[config.mk]
export PLATFORM = sky130hd
export DESIGN_NAME = bcd_threshold_monitor
export DESIGN_NICKNAME = d
export VERILOG_FILES = /design/src/rtl/bcd_threshold_monitor_pkg.sv /design/src/rtl/bcd_threshold_monitor_mac.sv /design/src/rtl/bcd_threshold_monitor.sv
export SDC_FILE = /design/constraint.sdc
export NUM_CORES = 1
export LEC_CHECK = 0
export BUFFER_PORTS_ARGS = -buffer_cell sky130_fd_sc_hd__buf_4
export CORE_ASPECT_RATIO = 1.5
export CORE_MARGIN = 2
export CORE_UTILIZATION = 47
export DETAILED_ROUTE_END_ITERATION = 7
export MAX_ROUTING_LAYER = met4
export PLACE_DENSITY = 0.72
export REMOVE_ABC_BUFFERS = 1
export SYNTH_ARGS = -nofsm -noshare
export SYNTH_HDL_FRONTEND = slang
export SYNTH_SLANG_ARGS = --single-unit
export TNS_END_PERCENT = 30
[constraint.sdc]
create_clock -name clk -period 5.18 [get_ports clk]
set_input_delay 1.295 -clock clk [delete_from_list [all_inputs] [get_ports clk]]
set_output_delay 1.295 -clock clk [all_outputs]
set_load 0.02 [all_outputs]
[src/rtl/bcd_threshold_monitor_pkg.sv]
// -----------------------------------------------------------------------------
// bcd_threshold_monitor_pkg
// Shared types and constants for the BCD threshold monitor:
//   state_t    - sequencer states (IDLE / CONV / DONE)
//   BCD_W      - bits per packed BCD digit
//   MAX_DIGIT  - largest legal BCD digit value
// -----------------------------------------------------------------------------
package bcd_threshold_monitor_pkg;

    localparam int BCD_W     = 4;
    localparam int MAX_DIGIT = 9;

    typedef enum logic [1:0] {
        ST_IDLE = 2'd0,
        ST_CONV = 2'd1,
        ST_DONE = 2'd2
    } state_t;

endpackage

[src/rtl/bcd_threshold_monitor_mac.sv]
// -----------------------------------------------------------------------------
// bcd_digit_mac
// Purely combinational digit step of the BCD-to-binary conversion:
// next = acc*10 + digit, saturated to 2^BIN_W-1.
// Ports:
//   i_acc       [BIN_W+4] running accumulator (never above 2^BIN_W-1)
//   i_digit     [BCD_W]   current BCD digit
//   o_acc_next  [BIN_W+4] updated accumulator, saturated on overflow
//   o_digit_err           digit is not a legal BCD value
//   o_overflow            unsaturated result exceeded 2^BIN_W-1
// -----------------------------------------------------------------------------
module bcd_digit_mac
    import bcd_threshold_monitor_pkg::*;
#(
    parameter int BIN_W = 10
) (
    input  logic [BIN_W+3:0] i_acc,
    input  logic [BCD_W-1:0] i_digit,
    output logic [BIN_W+3:0] o_acc_next,
    output logic             o_digit_err,
    output logic             o_overflow
);

    // Four extra bits over the accumulator cover acc*10+15 with no wrap.
    localparam int PW = BIN_W + 8;

    logic [PW-1:0] w_prod;

    assign w_prod      = PW'(i_acc) * PW'(10) + PW'(i_digit);
    assign o_overflow  = |w_prod[PW-1:BIN_W];
    // Saturating keeps the accumulator bounded so later steps cannot wrap.
    assign o_acc_next  = o_overflow ? (BIN_W+4)'({BIN_W{1'b1}}) : w_prod[BIN_W+3:0];
    assign o_digit_err = (i_digit > BCD_W'(MAX_DIGIT));

endmodule

[src/rtl/bcd_threshold_monitor.sv]
// -----------------------------------------------------------------------------
// bcd_threshold_monitor
// Converts a packed BCD sample to binary one digit per cycle (MSD first) and
// drives a low-level alarm with hysteresis against per-sample thresholds.
//
// state | meaning
// ------+-------------------------------------------------------------
// IDLE  | ready for a sample; accept latches bcd/thresholds, clears acc
// CONV  | one digit per cycle; down-counter marks the last digit
// DONE  | out_valid pulse; results and alarm were loaded on entry
//
// Ports:
//   clk, rst_n     clock, asynchronous active-low reset
//   i_in_valid     sample/thresholds valid     o_in_ready   high only in IDLE
//   i_bcd_in       packed BCD, MSD in top nibble
//   i_thr_lo       alarm set threshold         i_thr_hi     alarm clear threshold
//   o_out_valid    one-cycle result strobe     o_bin_out    converted value
//   o_bcd_err      illegal digit seen          o_ovf        value above 2^BIN_W-1
//   o_alarm        registered hysteretic alarm
// -----------------------------------------------------------------------------
module bcd_threshold_monitor
    import bcd_threshold_monitor_pkg::*;
#(
    parameter int DIGITS = 3,
    parameter int BIN_W  = 10
) (
    input  logic                    clk,
    input  logic                    rst_n,
    input  logic                    i_in_valid,
    output logic                    o_in_ready,
    input  logic [BCD_W*DIGITS-1:0] i_bcd_in,
    input  logic [BIN_W-1:0]        i_thr_lo,
    input  logic [BIN_W-1:0]        i_thr_hi,
    output logic                    o_out_valid,
    output logic [BIN_W-1:0]        o_bin_out,
    output logic                    o_bcd_err,
    output logic                    o_ovf,
    output logic                    o_alarm
);

    localparam int BCD_BITS = BCD_W * DIGITS;
    localparam int ACC_W    = BIN_W + 4;
    localparam int CNT_W    = $clog2(DIGITS + 1);

    state_t               r_state;
    state_t               w_state_next;
    logic [BCD_BITS-1:0]  r_bcd;
    logic [BIN_W-1:0]     r_thr_lo;
    logic [BIN_W-1:0]     r_thr_hi;
    logic [ACC_W-1:0]     r_acc;
    logic                 r_err;
    logic                 r_ovf;
    logic [CNT_W-1:0]     r_cnt;
    logic [BIN_W-1:0]     r_bin_out;
    logic                 r_bcd_err;
    logic                 r_ovf_out;
    logic                 r_alarm;

    logic                 w_accept;
    logic                 w_last;
    logic [BCD_W-1:0]     w_digit;
    logic [ACC_W-1:0]     w_acc_next;
    logic                 w_digit_err;
    logic                 w_mac_ovf;
    logic                 w_err_final;
    logic                 w_ovf_final;
    logic [BIN_W-1:0]     w_result;

    // The sample register shifts left each digit, so the MSD is always on top.
    assign w_digit = r_bcd[BCD_BITS-1 -: BCD_W];

    bcd_digit_mac #(
        .BIN_W (BIN_W)
    ) u_mac (
        .i_acc       (r_acc),
        .i_digit     (w_digit),
        .o_acc_next  (w_acc_next),
        .o_digit_err (w_digit_err),
        .o_overflow  (w_mac_ovf)
    );

    assign w_accept    = i_in_valid && o_in_ready;
    assign w_last      = (r_cnt == '0);
    assign w_err_final = r_err | w_digit_err;
    assign w_ovf_final = r_ovf | w_mac_ovf;
    assign w_result    = w_ovf_final ? {BIN_W{1'b1}} : w_acc_next[BIN_W-1:0];

    always_ff @(posedge clk or negedge rst_n) begin
        if (!rst_n) begin
            r_state <= ST_IDLE;
        end else begin
            r_state <= w_state_next;
        end
    end

    always_comb begin
        w_state_next = r_state;
        o_in_ready   = 1'b0;
        o_out_valid  = 1'b0;
        case (r_state)
            ST_IDLE: begin
                o_in_ready = 1'b1;
                if (i_in_valid) begin
                    w_state_next = ST_CONV;
                end
            end
            ST_CONV: begin
                if (w_last) begin
                    w_state_next = ST_DONE;
                end
            end
            ST_DONE: begin
                o_out_valid  = 1'b1;
                w_state_next = ST_IDLE;
            end
            default: w_state_next = ST_IDLE;
        endcase
    end

    always_ff @(posedge clk or negedge rst_n) begin
        if (!rst_n) begin
            r_bcd     <= '0;
            r_thr_lo  <= '0;
            r_thr_hi  <= '0;
            r_acc     <= '0;
            r_err     <= 1'b0;
            r_ovf     <= 1'b0;
            r_cnt     <= '0;
            r_bin_out <= '0;
            r_bcd_err <= 1'b0;
            r_ovf_out <= 1'b0;
            r_alarm   <= 1'b0;
        end else if (w_accept) begin
            r_bcd    <= i_bcd_in;
            r_thr_lo <= i_thr_lo;
            r_thr_hi <= i_thr_hi;
            r_acc    <= '0;
            r_err    <= 1'b0;
            r_ovf    <= 1'b0;
            r_cnt    <= CNT_W'(DIGITS - 1);
        end else if (r_state == ST_CONV) begin
            r_bcd <= r_bcd << BCD_W;
            r_acc <= w_acc_next;
            r_err <= w_err_final;
            r_ovf <= w_ovf_final;
            if (!w_last) begin
                r_cnt <= r_cnt - CNT_W'(1);
            end else begin
                // Results and alarm load on the edge entering DONE, so they
                // are valid together with out_valid and hold until next DONE.
                r_bcd_err <= w_err_final;
                r_ovf_out <= w_ovf_final & ~w_err_final;
                r_bin_out <= w_err_final ? '0 : w_result;
                if (!w_err_final) begin
                    // Set is tested first so it wins when thresholds overlap.
                    if (w_result <= r_thr_lo) begin
                        r_alarm <= 1'b1;
                    end else if (w_result >= r_thr_hi) begin
                        r_alarm <= 1'b0;
                    end
                end
            end
        end
    end

    assign o_bin_out = r_bin_out;
    assign o_bcd_err = r_bcd_err;
    assign o_ovf     = r_ovf_out;
    assign o_alarm   = r_alarm;

endmodule

Word-level counts from Yosys, hierarchy flattened
Cells that the tools add are included.
- bits in registers: 65
- word-level logic and storage cells: 59
- add/subtract/negate cells: 2
- multipliers: 1
- $lt $le $gt $ge: 3
- eq/ne operators: 5
- multiplexer cells: 21
- bitwise operators: 5
- reduce and logical (&&, ||, !) cells: 10
- operators with widths (kind ; count):
    14-bit 2-to-1 mux ; 3
    12-bit 2-to-1 mux ; 2
    10-bit 2-to-1 mux ; 2
    18-bit by 4-bit adder with 18-bit output ; 1
    14-bit by 3-bit multiplier with 17-bit output, second input constant ; 1
    10-bit greater-or-equal comparator ; 1
    10-bit less-or-equal comparator ; 1
    2-bit 2-to-1 mux ; 5
    1-bit 2-to-1 mux ; 8
    8-bit OR reduction ; 1
    2-bit inequality test, second input constant ; 3
    5-bit AND reduction ; 1
    4-bit greater-than comparator, second input constant ; 1
    2-bit logical NOT ; 2
    2-bit case mux with 2 select lines ; 1
    2-bit AND reduction ; 2
    2-bit nonzero test ; 2
    3-bit AND reduction ; 1
    2-bit by 1-bit equality test with 1-bit output, second input constant ; 1
    2-bit equality test, second input constant ; 1
    1-bit NOT ; 2
    1-bit bitwise OR ; 2
    2-bit by 1-bit subtractor with 2-bit output, second input constant ; 1
    1-bit bitwise AND ; 1
    1-bit logical AND ; 1

Logic depth before layout (Yosys ltp)
Gate-level depths: netlist (run 1).
- depth in word-level cells: 8
- gate-level depth with buffers: 21

By module
A second synthesis (run 1) with hierarchy kept.
- cells, all modules: 498
- area total of the unflattened synthesis: 4340.4 um2
- by module, submodules not included (module ; times used ; cells each ; area an instance (um2)):
    bcd_threshold_monitor ; 1 ; 335 ; 3035.4
    bcd_digit_mac ; 1 ; 163 ; 1305.0

Worst setup path before layout (run 1)
Ideal clock, no wire load.
- path kind: reg2reg
- from: reg r_acc[1]
- to: reg r_alarm, in the netlist o_alarm
- setup time: 0.083 ns
- arrival time: 4.447 ns
- required time: 5.097 ns
- setup slack: 0.651 ns
- stages on the path, launching flop included: 22
- buffers on the path: 0
- period minus slack after synthesis: 4.529 ns
- cell sequence: dfrtp_1 -> ha_1 -> ha_1 -> inv_1 -> fa_1 -> inv_1 -> o2111ai_1 -> nor4b_4 -> nand3_2 -> nor3b_1 -> o211ai_1 -> nor3_1 -> nand2_1 -> ha_1 -> nor2b_1 -> o21a_1 -> o21a_1 -> o21a_1 -> o21a_1 -> o21bai_1 -> a21oi_1 -> o21ai_0
- word-level cells in the longest chain between the ends: 8
- elaborated cells between the ends (all ways): 11
- RTL lines (what ; RTL line ; source):
    start, declared ; bcd_threshold_monitor.sv:50 ; logic [ACC_W-1:0] r_acc;
    start signal, assigned ; bcd_threshold_monitor.sv:143 ; r_acc <= w_acc_next;
    14-bit by 3-bit multiplier with 17-bit output (*) ; bcd_threshold_monitor_mac.sv:29 ; assign w_prod = PW'(i_acc) * PW'(10) + PW'(i_digit);
    18-bit by 4-bit adder with 18-bit output (*) ; bcd_threshold_monitor_mac.sv:29 ;
    8-bit OR reduction ; bcd_threshold_monitor_mac.sv:30 ; assign o_overflow = |w_prod[PW-1:BIN_W];
    14-bit 2-to-1 mux / 1-bit bitwise OR (equally long branches) ; bcd_threshold_monitor_mac.sv:32, bcd_threshold_monitor.sv:85 ;
    10-bit 2-to-1 mux (*) ; bcd_threshold_monitor.sv:86 ; assign w_result = w_ovf_final ? {BIN_W{1'b1}} : w_acc_next[BIN_W-1:0];
    10-bit less-or-equal comparator / 10-bit greater-or-equal comparator (equally long branches) ; bcd_threshold_monitor.sv:156, bcd_threshold_monitor.sv:158 ;
    2-bit nonzero test (no line) ; - ;
    5-bit AND reduction (no line) ; - ;
    end signal, assigned ; bcd_threshold_monitor.sv:132 ; r_alarm <= 1'b0;
    end signal, assigned ; bcd_threshold_monitor.sv:157 ; r_alarm <= 1'b1;
    end signal, assigned ; bcd_threshold_monitor.sv:159 ; r_alarm <= 1'b0;
    end, declared ; bcd_threshold_monitor.sv:57 ; logic r_alarm;
Every way passes the cells marked *; elsewhere a longest branch is shown, timed or not.
A chain may end at the register's enable or synchronous reset.

Worst setup path after layout (run 1)
Same ends and word-level chain as after synthesis.

==> run_results.csv, run 1 <==
group,metric,value,unit
route,initialDrtViolationCount,196,
final_layout,synthToLayoutAreaGrowth,19.3,%
route,wl_per_cell,16.0,um
global_routing,antenna_found_initial,0,
sta,skew,0.00674,ns
route,viasPerCell,5.64,
synth,seq_area_frac_synth,39.9,%
cts,cts_sinks,65,
setup_path,r2r_end,"o_alarm",
cts,cts_max_path_buffers,2,
synth,synth_area_leaders,"dfrtp_1, ha_1, nand2_1",
sta,period_minus_slack,4.77,ns
setup_path,worstPathMaxFanout,7,
final_layout,nNetsFinal,580,
placement,port_buffers,49,
cts,cts_tree,"done",
setup_path,critPathArrivalTime,5.02,ns
run_status,outcome,"finished clean",
synth,netlist.area_leader.share,39.9,%
cts,root_buffer,"clkbuf_16",
setup_path,path_class,"reg2reg",
synth,avgSynthCellArea,9.10,sq um
sta,drv_slew,0,
cts,path_clk_slew,0.06,ns
route,wl,9690,um
sta,fmax,210,MHz
synth,synth_edf_count,0,
route,drtAntennaViolNets,0,
synth,ys_top_cells_by_count,"nand2_1, dfrtp_1, ha_1",
global_routing,grt_usage,23.0,%
synth,postSynth.asyncResetShare,100,%
setup_path,required,5.43,ns
cts,cts_resized,0,
route,via_count,3422,
route,drc,0,
synth,synth_cells,448,
global_routing,grt_max_degree,66,
die,initial_core_util,48.5,%
die,die_y,118,um
cts,cts.htree.levels,3,
die,fp-row-count,41,
setup_path,cp-end-kind,"register",
sta,final.setup.tns,0,ns
final_layout,fin_cells,607,
synth,netlist_area,4080,sq um
die,dieArea,9450,sq um
final_layout,drive_gt1_share,16.4,%
synth,ys.flop_type,"dfrtp_1",
worst_hold_path,min_to,"r_bcd[7]",
cts,clock_latency,0.33,ns
die,die_w,80.1,um
synth,synth_area_leader_cell,"dfrtp_1",
setup_path,reg2reg_depth,22,
sta,setup_ws,0.412,ns
cts,cts_hold_buf,0,
sta,rsz0062_at_grt,"false",
placement,place_ws,0.393,ns
sta,tightestPinTransition,0.995,ns
synth,synth_warnings,0,
global_routing,grt_pass1_vias,3446,
setup_path,rrSetupSlack,0.41,ns
synth,synth_cell_types,49,
synth,synth_most_common_cell,"nand2_1",
worst_hold_path,hp-start,"r_bcd[7]",
global_routing,grt_pass1_wl,16400,um
placement,dp_hpwl,7300,um
cts,cts_buffers,9,
die,core,8410,sq um
final_layout,n_fill_cell,759,
cts,postCtsSetupBuffers,0,
global_routing,grt-ovfl-total,0,
route,drt_pass1_iterations,5,
placement,dp.cells,591,
placement,place.gp.congestion,0.898,
synth,ys_ff_latch,65,
job,cap_violations,0,
final_layout,diodes,0,
worst_hold_path,min_path_cells,2,
sta,hold_viol_final,0,
sta,maxSlewHeadroom,33.5,%
worst_hold_path,hold_path.class,"reg2reg",
sta,finalCritPeriodShare,92.1,%
die,io_pins,50,
sta,final-setup-viol-count,0,
setup_path,startpoint_type,"register",
setup_path,worstReg2RegStart,"r_acc[1]",
-- metrics by stage --
step	util [%]	hold slack, ns	area, sq um
after CTS	57.8	0.486	4860
after global routing	57.8	0.514	4870
after global placement	54.1	0.458	4550
after floorplan	-	0.446	4010
after detailed placement	54.1	0.471	4550
final	57.8	0.486	4870
-- metal layers --
metal | vias to the layer above | share of wire, % | track usage [%]
met2 | 58 | 54 | 38.0
met5 | - | 0 | -
met1 | 1659 | 41 | 27.2
li1 | 1684 | - | -
met3 | 21 | 2.6 | 3.45
met4 | 0 | 3.1 | 10.4
-- flip-flops by register name, summed over array words and instances (netlist names) --
signal,cells
r_acc,14
r_bcd,12
o_bin_out,10
r_thr_hi,10
r_thr_lo,10
r_cnt,2
r_state,2
o_alarm,1
o_bcd_err,1
o_ovf,1
r_err,1
r_ovf,1
-- area by class of cell --
class | instances | area (sq um) | area share [%]
Inverter | 38 | 143 | 2.93
Tap cell | 107 | 134 | 2.75
Multi-Input combinational cell | 328 | 2260 | 46.4
Clock inverter | 7 | 80.1 | 1.65
Sequential cell | 65 | 1630 | 33.4
Clock buffer | 9 | 225 | 4.63
Timing Repair Buffer | 53 | 398 | 8.18
-- how the worst max path moves through the flow --
stage / startpoint / endpoint / slack [ns]
finish: r_acc[1] / o_alarm / 0.41
global route: r_acc[1] / o_alarm / 0.11
CTS: r_acc[1] / o_alarm / 0.37
detailed placement: r_acc[1] / o_alarm / 0.39
global placement: r_acc[1] / o_alarm / 0.58
floorplan: r_acc[1] / o_alarm / 0.65
-- cell families after synthesis --
logic type	share of synthesized area, %
DFF	39.9
AOI/OAI and AO/OA	20.0
xor gates and xnor gates	3.44
buffers and inverters	5.09
adders and majority gates	15.7
and+or+nand+nor	15.9
-- critical path: stages, from the launching register on --
cell and delay, ns:
dfrtp_1 0.41, ha_1 0.31, ha_1 0.24, inv_1 0.08, fa_1 0.43, inv_1 0.10, o2111ai_1 0.22, nor4b_4 0.36
nand3_2 0.14, nor3b_1 0.26, o211ai_1 0.21, nor3_1 0.18, buf_4 0.18, nand2_1 0.09, ha_1 0.29, nor2b_1 0.13
o21a_1 0.16, o21a_1 0.16, o21a_1 0.16, o21a_1 0.17, o21bai_1 0.15, a21oi_1 0.09, o21ai_0 0.16
-- placed cells by master (no fill, tap or decap), types with 10 or more instances in the layout --
cell type	netlist	final
o21ai_0	28	28
a21oi_1	33	33
ha_1	48	48
inv_1	38	38
nand3_1	10	10
xnor2_1	11	11
nor2_1	17	16
nand2_1	67	67
a31oi_1	15	15
buf_4	0	53
dfrtp_1	65	65
Power of run 1 is not shown: default switching activity piles up to over one toggle a cycle in this logic, so the estimate is an artifact.
==> run 2, diff against run 1 <==
--- a/config.mk
+++ b/config.mk
@@ -11,9 +11,10 @@
 export CORE_UTILIZATION = 47
 export DETAILED_ROUTE_END_ITERATION = 7
 export MAX_ROUTING_LAYER = met4
-export PLACE_DENSITY = 0.72
+export PLACE_DENSITY = 0.71
 export REMOVE_ABC_BUFFERS = 1
 export SYNTH_ARGS = -nofsm -noshare
 export SYNTH_HDL_FRONTEND = slang
+export SYNTH_HIERARCHICAL = 1
 export SYNTH_SLANG_ARGS = --single-unit
 export TNS_END_PERCENT = 30
==> run 2 against run 1 <==
Compared with the run above: fmax decreased by 1.3%; core utilization shrank 2.5 points; worst setup slack worse by 0.062 ns; global-route usage shrank 0.30 points; synthesized cell count grew 11%; flip-flop and latch count unchanged; count of clock-buffer cells in the layout increased by 2; critical path type unchanged.
==> run_results.csv, run 2 <==
group,metric,value,unit
run_status,outcome,"finished clean",
route,drt_pass1_iterations,4,
placement,dp_hpwl,7570,um
route,viasPerCell,5.61,
global_routing,grt_usage,22.7,%
synth,yosys.area_share.simple,19.2,%
sta,final.setup.tns,0,ns
die,core,9090,sq um
cts,cts_sinks,65,
synth,netlist.area_leader.share,37.5,%
placement,postPlaceCellArea,4760,sq um
route,initialDrtViolationCount,209,
global_routing,antenna_found_initial,0,
setup_path,cp-end-kind,"register",
synth,synthMuxAreaShare,0.231,%
final_layout,n_fill_cell,820,
synth,avgSynthCellArea,8.72,sq um
die,fp-row-count,43,
final_layout,drive_gt1_share,15.6,%
route,wl,9970,um
synth,ys_top_cells_by_count,"nand2_1, dfrtp_1, o21ai_0",
route,wl_met3,202,um
setup_path,path_class,"reg2reg",
synth,synth_warnings,6,
sta,hold_viol_final,0,
die,initial_core_util,47.7,%
synth,synth_top_family_by_area,"compound AO/OA/AOI/OAI gates",
setup_path,rrSetupSlack,0.35,ns
global_routing,grt_max_degree,66,
cts,cts.htree.levels,3,
final_layout,top_regs,"r_acc (14), r_bcd (12)",
sta,holdWs,0.479,ns
sta,fmax,207,MHz
setup_path,critPathArrivalTime,5.08,ns
final_layout,synthToLayoutAreaGrowth,16.0,%
cts,path_clk_slew,0.05,ns
final_layout,final_core_util,55.4,%
setup_path,worstPathMaxFanout,10,
synth,synthXorXnorAreaFrac,2.02,%
die,die_w,82.5,um
synth,seq_area_frac_synth,37.5,%
synth,postSynth.asyncResetShare,100,%
global_routing,grt_pass1_wl,17000,um
route,drc,0,
sta,skew,0.00349,ns
global_routing,grt-ovfl-total,0,
sta,drv_slew,0,
final_layout,ff_latch_area,1630,sq um
synth,synth_fa_ha_area_share,14.8,%
synth,synth_compound_area_share,19.5,%
final_layout,diodes,0,
global_routing,grt_pass1_vias,3707,
die,die_y,122,um
setup_path,required,5.43,ns
final_layout,multi_input_area,2440,sq um
synth,synth_area_leaders,"dfrtp_1, ha_1, nand2_1",
setup_path,startpoint_type,"register",
route,wl_per_cell,15.2,um
synth,synth_most_common_cell,"nand2_1",
synth,synth_cells,498,
synth,synth_cell_types,60,
synth,ys_ff_latch,65,
route,routed.top_layer,"met4",
final_layout,finalInstanceArea,5030,sq um
worst_hold_path,hold_path.class,"reg2reg",
cts,cts_buffers,9,
route,wl_met1,4160,um
final_layout,top_register,"r_acc",
synth,synth_area_leader_cell,"dfrtp_1",
synth,ys.flop_type,"dfrtp_1",
route,drtAntennaViolNets,0,
sta,tightestPinTransition,0.936,ns
route,via_count,3683,
sta,finalCritPeriodShare,93.3,%
synth,synth_edf_count,0,
placement,place.gp.congestion,0.882,
final_layout,nNetsFinal,625,
sta,final-setup-viol-count,0,
sta,period_minus_slack,4.83,ns
die,dieArea,10000,sq um
cts,root_buffer,"clkbuf_16",
synth,netlist_area,4340,sq um
placement,port_buffers,49,
final_layout,largest_reg_flops,14,
cts,clock_latency,0.32,ns
sta,maxSlewHeadroom,37.6,%
final_layout,mostFrequentLayoutCell,"nand2_1",
route,met2WireLength,5390,um
final_layout,final_cell_mix,"nand2_1, dfrtp_1, o21ai_0",
job,cap_violations,0,
die,io_pins,50,
cts,cts_max_path_buffers,2,
cts,cts_tree,"done",
-- run 2: changes by cell type after synthesis, moves of 8 or more --
| cell | previous run | this run |
|---|---|---|
| a21oi_1 | 33 | 14 |
| a31oi_1 | 15 | 2 |
| nand2_1 | 67 | 95 |
| nor2_1 | 17 | 25 |
| o21ai_0 | 28 | 57 |
-- run 2: metrics by stage --
step / cells / setup slack, ns
after floorplan: 474 / 0.188
after global placement: 641 / 0.348
after detailed placement: 641 / 0.224
after CTS: 656 / 0.208
after global routing: 656 / -0.00437
final: 656 / 0.349
-- run 2: final timing paths --
| kind | start | to | depth (start not counted) |
|---|---|---|---|
| worst max-delay path | r_acc[7] | o_alarm | 17 |
| worst min-delay path | r_bcd[4] | r_bcd[4] | 2 |
| worst max register to register | r_acc[7] | o_alarm | 17 |
| worst min register to register | r_bcd[4] | r_bcd[4] | 2 |
| max in group asynchronous | rst_n | r_thr_hi[8] | 1 |
| min in group asynchronous | rst_n | r_thr_hi[2] | 1 |
-- run 2: worst max-delay path, cell delays in order (launching register included) --
cell and delay, ns:
dfrtp_1 0.44, ha_1 0.33, ha_1 0.40, a2111oi_2 0.38, a21bo_2 0.29, a41oi_1 0.30, xor2_1 0.37, nand4_1 0.14
a21oi_1 0.21, o2111ai_1 0.18, or2_4 0.34, nor2_1 0.14, inv_1 0.08, ha_1 0.29, a211oi_1 0.24, nor2_1 0.07
o41a_1 0.40, o22ai_1 0.15
-- run 2: cell families after synthesis --
kind of cell,Yosys count
adders and majority gates,50
DFF,65
muxes,1
xor gates and xnor gates,10
other,1
and+or+nand+nor,177
buffers and inverters,66
AOI/OAI and AO/OA,128
-- run 2: per-layer routing --
layer | up-vias | track usage (%)
met5 | - | -
met4 | 0 | 8.85
met3 | 16 | 2.89
met2 | 55 | 39.2
met1 | 1790 | 26.2
li1 | 1822 | -
-- run 2: final cells by class --
type,instances,share of cell area [%]
Sequential cell,65,32.3
Inverter,39,2.91
Timing Repair Buffer,55,8.20
Clock inverter,4,0.398
Tap cell,112,2.78
Multi-Input combinational cell,370,48.6
Clock buffer,11,4.82
-- run 2: what timing repair did --
action	in CTS	in global routing
endpoints found under the setup margin	0	1
buffers inserted	0	0
hold buffers	0	0
gates resized for setup	0	3
Power of run 2 is left out for the same reason.
==> run 3, diff against run 2 <==
--- a/config.mk
+++ b/config.mk
@@ -11,7 +11,7 @@
 export CORE_UTILIZATION = 47
 export DETAILED_ROUTE_END_ITERATION = 7
 export MAX_ROUTING_LAYER = met4
-export PLACE_DENSITY = 0.71
+export PLACE_DENSITY = 0.66
 export REMOVE_ABC_BUFFERS = 1
 export SYNTH_ARGS = -nofsm -noshare
 export SYNTH_HDL_FRONTEND = slang
==> run 3 against run 2 <==
Compared with the run above: non-clock buffer count unchanged; wire length rose by 2.7%; count of clock-buffer cells in the layout up 2; cell count unchanged; largest cell class unchanged; via count down 0.16%; highest routed layer unchanged; die area did not move; critical path type unchanged.
==> run_results.csv, run 3 (synthesis results as in run 2) <==
group,metric,value,unit
cts,cts_sinks,65,
global_routing,grt_busiest_layer,"met2",
sta,setup_ws,0.287,ns
setup_path,worstPathMaxFanout,10,
global_routing,met3_usage,3.78,%
placement,dp_hpwl,7750,um
final_layout,diodes,0,
cts,postCtsSetupBuffers,0,
cts,path_clk_slew,0.05,ns
setup_path,max_stage_delay,0.43,ns
die,fp-row-count,43,
final_layout,synthToLayoutAreaGrowth,17.6,%
setup_path,cp_cell_sequence,"ha_1, ha_1, fa_1, a21o_1, and3_1, or2_1, o311ai_4, a31oi_4, nor2_1, o2111ai_1, or2_4, nor2_2, inv_1, ha_1, a211oi_1, nor2_1, o41a_1, o22ai_1",
sta,drv_slew,0,
setup_path,cp_common_cell,"ha_1",
job,cap_violations,0,
route,initialDrtViolationCount,132,
cts,cts_tree,"done",
global_routing,grt_util_met2,40.4,%
sta,period_minus_slack,4.89,ns
sta,skew,0.00551,ns
route,viasPerCell,5.61,
final_layout,mostFrequentLayoutCell,"nand2_1",
die,initial_core_util,47.7,%
route,drt_pass1_iterations,4,
cts,clock_latency,0.33,ns
final_layout,top_regs,"r_acc (14), r_bcd (12)",
sta,tightestPinTransition,0.945,ns
die,dieArea,10000,sq um
sta,maxSlewHeadroom,37.0,%
setup_path,crit_start,"r_acc[1]",
placement,place_ws,0.141,ns
worst_hold_path,hold_path.class,"reg2reg",
final_layout,drive_gt1_share,16.0,%
global_routing,grt_max_degree,66,
cts,cts_max_path_buffers,2,
route,wl_per_cell,15.6,um
placement,dp.cells,641,
sta,hold_viol_final,0,
global_routing,grt_usage,23.5,%
global_routing,met1_usage,26.0,%
cts,cts_hold_buf,0,
cts,root_buffer,"clkbuf_16",
sta,final-setup-viol-count,0,
final_layout,final_cell_mix,"nand2_1, dfrtp_1, o21ai_0",
final_layout,n_fill_cell,829,
run_status,outcome,"finished clean",
worst_hold_path,hp-start,"r_bcd[7]",
die,io_pins,50,
setup_path,cp-end-kind,"register",
setup_path,required,5.43,ns
global_routing,grt-ovfl-total,0,
die,die_y,122,um
cts,cts.htree.levels,3,
placement,port_buffers,49,
setup_path,startpoint_type,"register",
route,wl,10200,um
setup_path,critPathArrivalTime,5.14,ns
sta,fmax,204,MHz
global_routing,grt_pass1_wl,17600,um
sta,finalCritPeriodShare,94.5,%
final_layout,fin_cells,656,
setup_path,path_class,"reg2reg",
route,via_count,3677,
final_layout,largest_reg_flops,14,
global_routing,grt_pass1_vias,3880,
cts,cts_buffers,9,
sta,final.setup.tns,0,ns
placement,place.gp.congestion,0.885,
setup_path,cp_slowest_cell,"fa_1",
route,drtAntennaViolNets,0,
global_routing,antenna_found_initial,0,
route,drc,0,
final_layout,nNetsFinal,625,
setup_path,worstReg2RegStart,"r_acc[1]",
die,die_w,82.5,um
die,core,9090,sq um
final_layout,top_register,"r_acc",
==> run 3: path summary, 6_finish.rpt <==
check / endpoint / slack [ns] / cells past startpoint
setup / recovery: o_alarm / 0.29 / 18
hold / removal: r_bcd[7] / 0.48 / 2
setup reg to reg: o_alarm / 0.29 / 18
hold reg to reg: r_bcd[7] / 0.48 / 2
max in group asynchronous: r_thr_lo[9] / 3.57 / 1
min in group asynchronous: r_thr_hi[3] / 1.06 / 1
==> run 3: what timing repair did <==
item | 4_1_cts | 5_1_grt
resized for setup | 0 | 8
endpoints found under the hold margin | 0 | 0
endpoints found under the setup margin | 0 | 1
==> run 3: stage by stage <==
step	util [%]	hold WS, ns	area [sq um]
global route	56.1	0.504	5100
global placement	52.4	0.462	4760
detailed placement	52.4	0.466	4760
floorplan	-	0.446	4210
CTS	55.6	0.479	5060
finish	56.1	0.478	5100
==> run 3: critical path: cells and delay by family, from the launching register on <==
kind	cells	cell delay, ns
AO/OA/AOI/OAI	7	1.83
adder cells (fa/ha/maj)	4	1.26
buffers and inverters	1	0.07
flip-flops	1	0.41
AND/OR/NAND/NOR	6	1.24
==> run 3: final cells by class <==
type / instances / area, sq um / area share, %
Timing Repair Buffer: 55 / 413 / 8.09
Inverter: 39 / 146 / 2.87
Clock inverter: 2 / 37.5 / 0.735
Multi-Input combinational cell: 370 / 2480 / 48.6
Sequential cell: 65 / 1630 / 31.9
Tap cell: 112 / 140 / 2.75
Clock buffer: 13 / 260 / 5.10
==> run 3: layer usage <==
layer | vias up | routed length, um
li1 | 1827 | -
met1 | 1751 | 4110
met2 | 72 | 5520
met3 | 27 | 317
met4 | 0 | 289
met5 | - | 0
Power of run 3 is left out for the same reason.
